==> src/rtl/config_pkg.sv <==
// Shared configuration for the UART transmit path: FIFO sizing and baud divider.
package config_pkg;

    localparam int unsigned FifoAddrWidth = 4;
    localparam int unsigned UartClkDiv    = 868;

endpackage

==> src/rtl/uart_baud_counter.sv <==
// Baud down-counter: load reloads ClkDiv-1, tick is high while the count is zero.
module uart_baud_counter #(
    parameter int unsigned ClkDiv = 868
) (
    input  logic clk,
    input  logic reset,
    input  logic load,
    output logic tick
);

    localparam int unsigned CntW = $clog2(ClkDiv);

    logic [CntW-1:0] count;

    // Count down from ClkDiv-1 to zero after each load, then hold at zero.
    always_ff @(posedge clk) begin
        if (!reset) begin
            count <= '0;
        end else if (load) begin
            count <= CntW'(ClkDiv - 1);
        end else if (count != '0) begin
            count <= count - 1'b1;
        end
    end

    // One bit period ends on the cycle the count reaches zero.
    always_comb begin
        tick = (count == '0);
    end

endmodule

==> src/rtl/uart_tx_fifo_reader.sv <==
// UART transmit FIFO reader: pulls bytes from interleaved_memory and sends 8N1
// frames, LSB first. Define UART_TX_PARITY_EN to add an even-parity bit (8E1).
module uart_tx_fifo_reader
    import config_pkg::*;
#(
    parameter int unsigned FifoAddrWidth = config_pkg::FifoAddrWidth,
    parameter int unsigned ClkDiv        = UartClkDiv
) (
    input  logic                     clk,
    input  logic                     reset,
    input  logic                     enable,
    input  logic [FifoAddrWidth-1:0] wr_ptr,
    output logic [FifoAddrWidth-1:0] read_addr,
    input  logic [7:0]               mem_data,
    output logic [FifoAddrWidth-1:0] rd_ptr,
    output logic                     tx,
    output logic                     busy
);

    typedef enum logic [2:0] {
        IDLE,
        FETCH,
        LOAD,
        START,
        DATA,
`ifdef UART_TX_PARITY_EN
        PARITY,
`endif
        STOP
    } tx_state_t;

    tx_state_t                state, state_nxt;
    logic [7:0]               shift, shift_nxt;
    logic [2:0]               bit_idx, bit_idx_nxt;
    logic [FifoAddrWidth-1:0] rd_nxt;
    logic                     empty;
    logic                     baud_load;
    logic                     baud_tick;
`ifdef UART_TX_PARITY_EN
    logic                     par, par_nxt;
`endif

    uart_baud_counter #(
        .ClkDiv (ClkDiv)
    ) u_baud (
        .clk   (clk),
        .reset (reset),
        .load  (baud_load),
        .tick  (baud_tick)
    );

    assign empty     = (rd_ptr == wr_ptr);
    assign read_addr = rd_ptr;

    // State, shift register, bit index and read pointer.
    always_ff @(posedge clk) begin
        if (!reset) begin
            state   <= IDLE;
            shift   <= '0;
            bit_idx <= '0;
            rd_ptr  <= '0;
`ifdef UART_TX_PARITY_EN
            par     <= 1'b0;
`endif
        end else begin
            state   <= state_nxt;
            shift   <= shift_nxt;
            bit_idx <= bit_idx_nxt;
            rd_ptr  <= rd_nxt;
`ifdef UART_TX_PARITY_EN
            par     <= par_nxt;
`endif
        end
    end

    // Next-state logic and line outputs; baud counter reloads on entry to each bit.
    always_comb begin
        state_nxt   = state;
        shift_nxt   = shift;
        bit_idx_nxt = bit_idx;
        rd_nxt      = rd_ptr;
        baud_load   = 1'b0;
        tx          = 1'b1;
        busy        = 1'b1;
`ifdef UART_TX_PARITY_EN
        par_nxt     = par;
`endif
        case (state)
            IDLE: begin
                busy = 1'b0;
                if (enable && !empty) begin
                    state_nxt = FETCH;
                end
            end
            FETCH: begin
                state_nxt = LOAD;
            end
            LOAD: begin
                shift_nxt   = mem_data;
                bit_idx_nxt = '0;
                rd_nxt      = rd_ptr + 1'b1;
                baud_load   = 1'b1;
                state_nxt   = START;
`ifdef UART_TX_PARITY_EN
                par_nxt     = ^mem_data;
`endif
            end
            START: begin
                tx = 1'b0;
                if (baud_tick) begin
                    baud_load = 1'b1;
                    state_nxt = DATA;
                end
            end
            DATA: begin
                tx = shift[0];
                if (baud_tick) begin
                    baud_load = 1'b1;
                    if (bit_idx == 3'd7) begin
`ifdef UART_TX_PARITY_EN
                        state_nxt = PARITY;
`else
                        state_nxt = STOP;
`endif
                    end else begin
                        shift_nxt   = {1'b0, shift[7:1]};
                        bit_idx_nxt = bit_idx + 1'b1;
                    end
                end
            end
`ifdef UART_TX_PARITY_EN
            PARITY: begin
                tx = par;
                if (baud_tick) begin
                    baud_load = 1'b1;
                    state_nxt = STOP;
                end
            end
`endif
            STOP: begin
                if (baud_tick) begin
                    state_nxt = (enable && !empty) ? FETCH : IDLE;
                end
            end
            default: begin
                state_nxt = IDLE;
            end
        endcase
    end

endmodule
==> config.mk <==
export PLATFORM = sky130hd
export DESIGN_NAME = uart_tx_fifo_reader
export DESIGN_NICKNAME = d
export VERILOG_FILES = /design/src/rtl/config_pkg.sv /design/src/rtl/uart_baud_counter.sv /design/src/rtl/uart_tx_fifo_reader.sv
export SDC_FILE = /design/constraint.sdc
export NUM_CORES = 1
export LEC_CHECK = 0
export BUFFER_PORTS_ARGS = -buffer_cell sky130_fd_sc_hd__buf_2
export CORE_UTILIZATION = 33
export CTS_CLUSTER_DIAMETER = 40
export CTS_CLUSTER_SIZE = 8
export DETAILED_ROUTE_END_ITERATION = 7
export PLACE_DENSITY = 0.56
export SLEW_MARGIN = 10
export SYNTH_ARGS = -nofsm -noshare
export SYNTH_HDL_FRONTEND = slang
export SYNTH_SLANG_ARGS = --single-unit
==> constraint.sdc <==
create_clock -name clk -period 3.4 [get_ports clk]
set_input_delay 0.85 -clock clk [delete_from_list [all_inputs] [get_ports clk]]
set_output_delay 0.85 -clock clk [all_outputs]
set_load 0.1 [all_outputs]
==> impl_metrics.json, run 1 <==
{
  "dieArea_um2": 4765,
  "synth.distinct_cells": 44,
  "grt_use_met2": 0.1802,
  "relSlewSlack": 0.4692,
  "ff_latch_area_um2": 560.5,
  "hold_violations": 0,
  "drive_gt1_frac": 0.2181,
  "timing.fmax_mhz": 382.1,
  "period_share": 0.7698,
  "total_power_mw": 1.383,
  "ctsResizeCount": 0,
  "initial_core_util": 0.3429,
  "leakagePower_nw": 0.7244,
  "synth-main-ff-cell": "dfxtp_1",
  "drtIter0Drc": 45,
  "start_kind": "flip-flop",
  "rsz0062_at_grt": "false",
  "ctsHoldBuffers": 0,
  "clk_latency_ns": 0.27,
  "cp.required_ns": 2.55,
  "dp_hpwl_um": 1996,
  "setup_tns_ns": 0,
  "async_flop_share": 0,
  "grt_pass1_vias": 1002,
  "syn_area_um2": 1483,
  "power.density_nw_per_um2": 834.8,
  "routed_via_density": 4.863,
  "fin_hold_ws_ns": 0.4749,
  "vias": 1167,
  "fin_area_um2": 1657,
  "outcome": "complete, no violations",
  "synth_enable_flop_cells": 0,
  "critPathTopFamily": "simple AND/OR/NAND/NOR gates",
  "final_cell_count_no_fill": 240,
  "critPathKind": "reg -> out",
  "die_w_um": 69.03,
  "worst_path_most_repeated_cell": "nor2_1",
  "grt_max_degree": 22,
  "ys_warn_count": 0,
  "grt-ovfl-total": 0,
  "antenna_found_initial": 0,
  "dp.cells": 236,
  "post-route-min-period_ns": 2.617,
  "cp_slowest_cell": "or3b_1",
  "grt_usage": 0.1176,
  "grt_pass1_wl_um": 4623,
  "met1_usage": 0.1618,
  "drv_cap": 0,
  "post_drt_wl_per_cell_um": 11.75,
  "n_antenna_cell": 0,
  "postPlaceCellArea_um2": 1602,
  "die_y_um": 69.03,
  "cts.sinks": 28,
  "num_rows": 24,
  "globalplace.congestion": 0.7528,
  "path_buf_inv": 1,
  "area_growth_pct": 11.73,
  "clkSlewWorstSetupHoldPaths_ns": 0.09,
  "drt_drc_violations_left": 0,
  "syn_inst": 170,
  "hold_path_class": "reg -> reg",
  "multi_input_area_um2": 833.3,
  "synth_nets": 190,
  "coreArea_um2": 4324,
  "ys_seq_elements": 28,
  "fillers": 460,
  "cp.arrival_ns": 1.77,
  "wl_um": 2820,
  "synth_area_per_cell_um2": 8.722,
  "post-cts-setup-buffer-count": 0,
  "top_usage_layer": "met2",
  "clockBufferDepth": 2,
  "skew_ns": 0.003288,
  "ys_seq_area_frac": 0.3781,
  "finalMaxSlewViolations": 0,
  "gr-usage-met3": 0.03070,
  "ant_nets": 0,
  "worst_pin_slew_ns": 0.7954,
  "cts_tree": "done",
  "setup_viol": 0,
  "cts_root_buffer": "clkbuf_8",
  "crit_fanout": 11,
  "ir_worst_vdd_mv": 0.3356,
  "path_cells": "or3b_1 -> nor2_1 -> nor2_1 -> buf_2",
  "io_buffer_count": 24,
  "slowest_delay_ns": 0.57,
  "htree_levels": 1,
  "endpoint_kind": "output pin",
  "dr.pass1.iters": 4,
  "nNetsFinal": 209,
  "place_ws_ns": 1.086,
  "final_util": 0.3831,
  "cts_buffers": 3,
  "num_io_pins": 25,
  "fin_ws_ns": 0.7826
}
[layout make-up]
class                           count  share of cell area
Sequential cell                    28              0.3384
Multi-Input combinational cell    127              0.5030
Timing Repair Buffer               25             0.07704
Clock buffer                        4             0.03323
Tap cell                           52             0.03927
Inverter                            4            0.009063
[worst min-delay path, cell delays in order (launching register included)]
cell and delay (ns):
dfxtp_1 0.32, nand2b_1 0.06, a21oi_1 0.05
[where the power goes]
| part | internal, mW | switching [mW] |
|---|---|---|
| Combinational | 0.256 | 0.425 |
| Clock | 0.104 | 0.102 |
| Sequential | 0.415 | 0.0813 |
| Total | 0.775 | 0.608 |
[worst paths after layout]
| kind | slack (ns) | cells past startpoint | start | to |
|---|---|---|---|---|
| setup reg to reg | 1.11 | 5 | state[2] | shift[6] |
| hold reg to reg | 0.47 | 2 | shift[7] | shift[7] |
| hold / removal | 0.47 | 2 | shift[7] | shift[7] |
| setup / recovery | 0.78 | 4 | state[2] | tx |
[synthesized netlist by cell type (3+ instances only)]
cell type	number	area [µm²]
nand2b_1	4	25.02
a311oi_1	6	52.55
nand2_1	24	90.09
buf_4	6	45.04
dfxtp_1	28	560.5
nor2_1	24	90.09
xor2_1	9	78.83
mux2i_1	3	30.03
xnor2_1	3	26.28
inv_1	4	15.01
ha_1	5	62.56
nor2b_1	3	18.77
nand3_1	4	20.02
a21oi_1	13	65.06
[flip-flops by register name, summed over array words and instances, names as in the netlist]
register / flops
shift: 8
bit_idx: 3
state: 3
rd_ptr: 4
u_baud.count: 10
[cell usage in the layout, fill, tap and decap left out, drive strengths merged, types with 3 or more instances in the layout]
master,n
a21oi,13
a311oi,7
buf,25
clkbuf,4
dfxtp,28
ha,5
inv,4
mux2i,3
nand2,24
nand2b,4
nand3,5
nor2,24
nor2b,3
xnor2,3
xor2,9
[metal layers]
metal / routed length, µm / vias to the layer above
li1: - / 621
met5: 0 / -
met3: 113 / 2
met1: 1398 / 527
met2: 1290 / 17
met4: 18 / 0
[logic make-up after synthesis]
kind of cell | share of synthesized area
AND/OR/NAND/NOR | 0.2566
AO/OA/AOI/OAI | 0.1620
flip-flops | 0.3781
buffers and inverters | 0.05991
XOR/XNOR | 0.07089
adder cells (fa/ha/maj) | 0.04219
multiplexers | 0.03038
Note: power is estimated with default switching activity, not from simulation.
==> run 2: changes to the inputs <==
--- a/config.mk
+++ b/config.mk
@@ -5,12 +5,13 @@
 export SDC_FILE = /design/constraint.sdc
 export NUM_CORES = 1
 export LEC_CHECK = 0
+export ABC_AREA = 1
 export BUFFER_PORTS_ARGS = -buffer_cell sky130_fd_sc_hd__buf_2
 export CORE_UTILIZATION = 33
 export CTS_CLUSTER_DIAMETER = 40
 export CTS_CLUSTER_SIZE = 8
 export DETAILED_ROUTE_END_ITERATION = 7
-export PLACE_DENSITY = 0.56
+export PLACE_DENSITY = 0.57
 export SLEW_MARGIN = 10
 export SYNTH_ARGS = -nofsm -noshare
 export SYNTH_HDL_FRONTEND = slang
==> constraint.sdc (replaced) <==
create_clock -name clk -period 2.2 [get_ports clk]
set_input_delay 0.55 -clock clk [delete_from_list [all_inputs] [get_ports clk]]
set_output_delay 0.55 -clock clk [all_outputs]
set_load 0.1 [all_outputs]
==> run 2 against run 1 <==
Against the previous run: non-clock buffer count unchanged; die area increased by 9.7%; register-to-register slack got worse by 0.51 ns; hold slack got worse by 0.021 ns; synthesized cell count increased by 36%; area after synthesis increased by 10%; combinational power increased by 120%; sequential share of layout area decreased by 3.0 points; global-route usage increased by 1.0 points; first-iteration DRC count decreased by 56%; clock power increased by 54%; total power increased by 92%; largest cell class unchanged.
==> impl_metrics.json, run 2 <==
{
  "outcome": "complete, no violations",
  "netlist.area_leader.share": 0.3438,
  "area_growth_pct": 11.36,
  "synth_area_leaders": "dfxtp_1 34%, nand2_1 12%, a21oi_1 6.8%",
  "io_buffer_count": 24,
  "period_share": 0.9639,
  "leakagePower_nw": 0.8613,
  "timing.fmax_mhz": 471.6,
  "seqPwrFrac": 0.311,
  "reg2reg_slack_ns": 0.60,
  "final_cell_count_no_fill": 317,
  "skew_ns": 0.003129,
  "swShare": 0.5085,
  "min_from": "shift[6]",
  "hold_depth": 2,
  "cts.sinks": 28,
  "drtIter0Drc": 20,
  "wl_um": 3053,
  "dp_hpwl_um": 2290,
  "dieArea_um2": 5225,
  "grt_pass1_vias": 1228,
  "synth.distinct_cells": 32,
  "power.share.clock": 0.120,
  "setup_tns_ns": 0,
  "timing.rr.end": "bit_idx[1]",
  "slowest_delay_ns": 0.60,
  "path_buf_inv": 1,
  "drv_cap": 0,
  "reg_top3": "u_baud.count: 10 flops, shift: 8 flops, rd_ptr: 4 flops",
  "layout_common_cells": "52 x nand2_1, 28 x dfxtp_1, 26 x inv_1",
  "endpoint_kind": "output pin",
  "yosysTopAreaCell": "dfxtp_1",
  "drive_gt1_frac": 0.2160,
  "max_flop_register": "u_baud.count",
  "coreArea_um2": 4723,
  "path_cells": "nor2_4 -> nor2_2 -> buf_2",
  "clk_latency_ns": 0.27,
  "synth_area_per_cell_um2": 7.058,
  "reg2regPathDepth": 7,
  "hold_path_class": "reg -> reg",
  "drt_drc_violations_left": 0,
  "cp_slowest_cell": "dfxtp_1",
  "dr.pass1.iters": 2,
  "hold_violations": 0,
  "post_drt_wl_per_cell_um": 9.631,
  "cts_root_buffer": "clkbuf_8",
  "largest_reg_flops": 10,
  "cellInternalPower_mw": 1.304,
  "relSlewSlack": 0.6788,
  "cp.arrival_ns": 1.57,
  "grt_max_degree": 19,
  "ys_warn_count": 0,
  "finalMaxSlewViolations": 0,
  "fillers": 516,
  "worst_pin_slew_ns": 0.4851,
  "die_y_um": 72.29,
  "post-cts-setup-buffer-count": 0,
  "p_sw_mw": 1.349,
  "ant_nets": 0,
  "ctsResizeCount": 0,
  "ir_worst_vdd_mv": 0.4385,
  "ys_seq_area_frac": 0.3438,
  "r2r_start": "state[2]",
  "holdPathEnd": "shift[6]",
  "synth_nets": 251,
  "antenna_found_initial": 0,
  "setup_viol": 0,
  "syn_area_um2": 1630,
  "htree_levels": 1,
  "synth_enable_flop_cells": 0,
  "critPathKind": "reg -> out",
  "yosys-top-cells-count": "52 x nand2_1, 28 x dfxtp_1, 26 x inv_1, 26 x nor2_1, 22 x a21oi_1",
  "start_kind": "flip-flop",
  "p_comb_frac": 0.569,
  "async_flop_share": 0,
  "dp.cells": 313,
  "grt-ovfl-total": 0,
  "syn_inst": 231,
  "critPathTopFamily": "flip-flops",
  "crit_fanout": 8,
  "clockBufferDepth": 2,
  "ys_seq_elements": 28,
  "cp.required_ns": 1.65,
  "initial_core_util": 0.3452,
  "n_antenna_cell": 0,
  "vias": 1374,
  "nNetsFinal": 271,
  "num_io_pins": 25,
  "grt_usage": 0.1277,
  "synth-main-ff-cell": "dfxtp_1",
  "num_rows": 25,
  "power.density_nw_per_um2": 1461,
  "synth.most_common_cell": "nand2_1",
  "total_power_mw": 2.653,
  "fin_hold_ws_ns": 0.4537,
  "grt_pass1_wl_um": 5416,
  "ctsHoldBuffers": 0,
  "rsz0062_at_grt": "false",
  "globalplace.congestion": 0.7483,
  "clkSlewWorstSetupHoldPaths_ns": 0.10,
  "cts_tree": "done",
  "cts_buffers": 3,
  "final_common_cell": "nand2_1",
  "routed_via_density": 4.334,
  "post-route-min-period_ns": 2.121,
  "die_w_um": 72.29
}
==> run 2: cells by family (layout without fill, tap and decap cells) <==
| logic type | count (synthesis) | after routing | synth area share |
|---|---|---|---|
| AND/OR/NAND/NOR | 108 | 108 | 0.3223 |
| adder cells (fa/ha/maj) | 5 | 5 | 0.03837 |
| AO/OA/AOI/OAI | 44 | 44 | 0.1458 |
| flip-flops | 28 | 28 | 0.3438 |
| XOR/XNOR | 4 | 4 | 0.02149 |
| buffers and inverters | 42 | 61 | 0.1282 |
==> run 2: worst max path at each step <==
stage          startpoint  endpoint  slack (ns)  cells past startpoint
6_report         state[2]        tx        0.08                      3
5_1_grt          state[2]        tx        0.04                      3
4_1_cts          state[2]        tx        0.09                      3
3_5_place_dp     state[2]        tx        0.41                      3
3_3_place_gp     state[2]        tx        0.41                      3
2_1_floorplan    state[0]        tx        0.03                      5
==> run 2: stage by stage <==
step / utilization / cell area (µm²) / setup WS [ns]
floorplan: - / 1633 / 0.02501
global placement: 0.3727 / 1760 / 0.4149
detailed placement: 0.3727 / 1760 / 0.4058
CTS: 0.3844 / 1815 / 0.09172
global route: 0.3844 / 1815 / 0.03836
finish: 0.3844 / 1815 / 0.07941
==> run 2: layout make-up <==
class                           count  area, µm²  area share
Clock buffer                        4      55.05     0.03032
Inverter                           32      125.1     0.06892
Timing Repair Buffer               25      127.6     0.07030
Sequential cell                    28      560.5      0.3088
Tap cell                           67      83.83     0.04618
Multi-Input combinational cell    161      863.3      0.4755
==> run 2: power groups by stage <==
stage	clock [mW]	combinational (mW)	sequential, mW
after detailed placement	0	1.52	0.837
after CTS	0.327	1.52	0.825
after floorplan	0	1.29	0.882
after global routing	0.349	1.71	0.849
final	0.318	1.51	0.824
after global placement	0	1.51	0.833
==> run 2: routing by layer <==
| layer | global-route usage | wire length, µm | share of wire |
|---|---|---|---|
| met1 | 0.1732 | 1617 | 0.53 |
| met2 | 0.2108 | 1361 | 0.45 |
| met3 | 0.02083 | 50 | 0.016 |
| met4 | 0.03268 | 25 | 0.0082 |
| met5 | 0 | 0 | 0 |
==> run 2: tightest hold or removal path, cell delays in order, from the launching register on <==
cell and delay, ns:
dfxtp_1 0.31, inv_1 0.05, a21oi_1 0.05
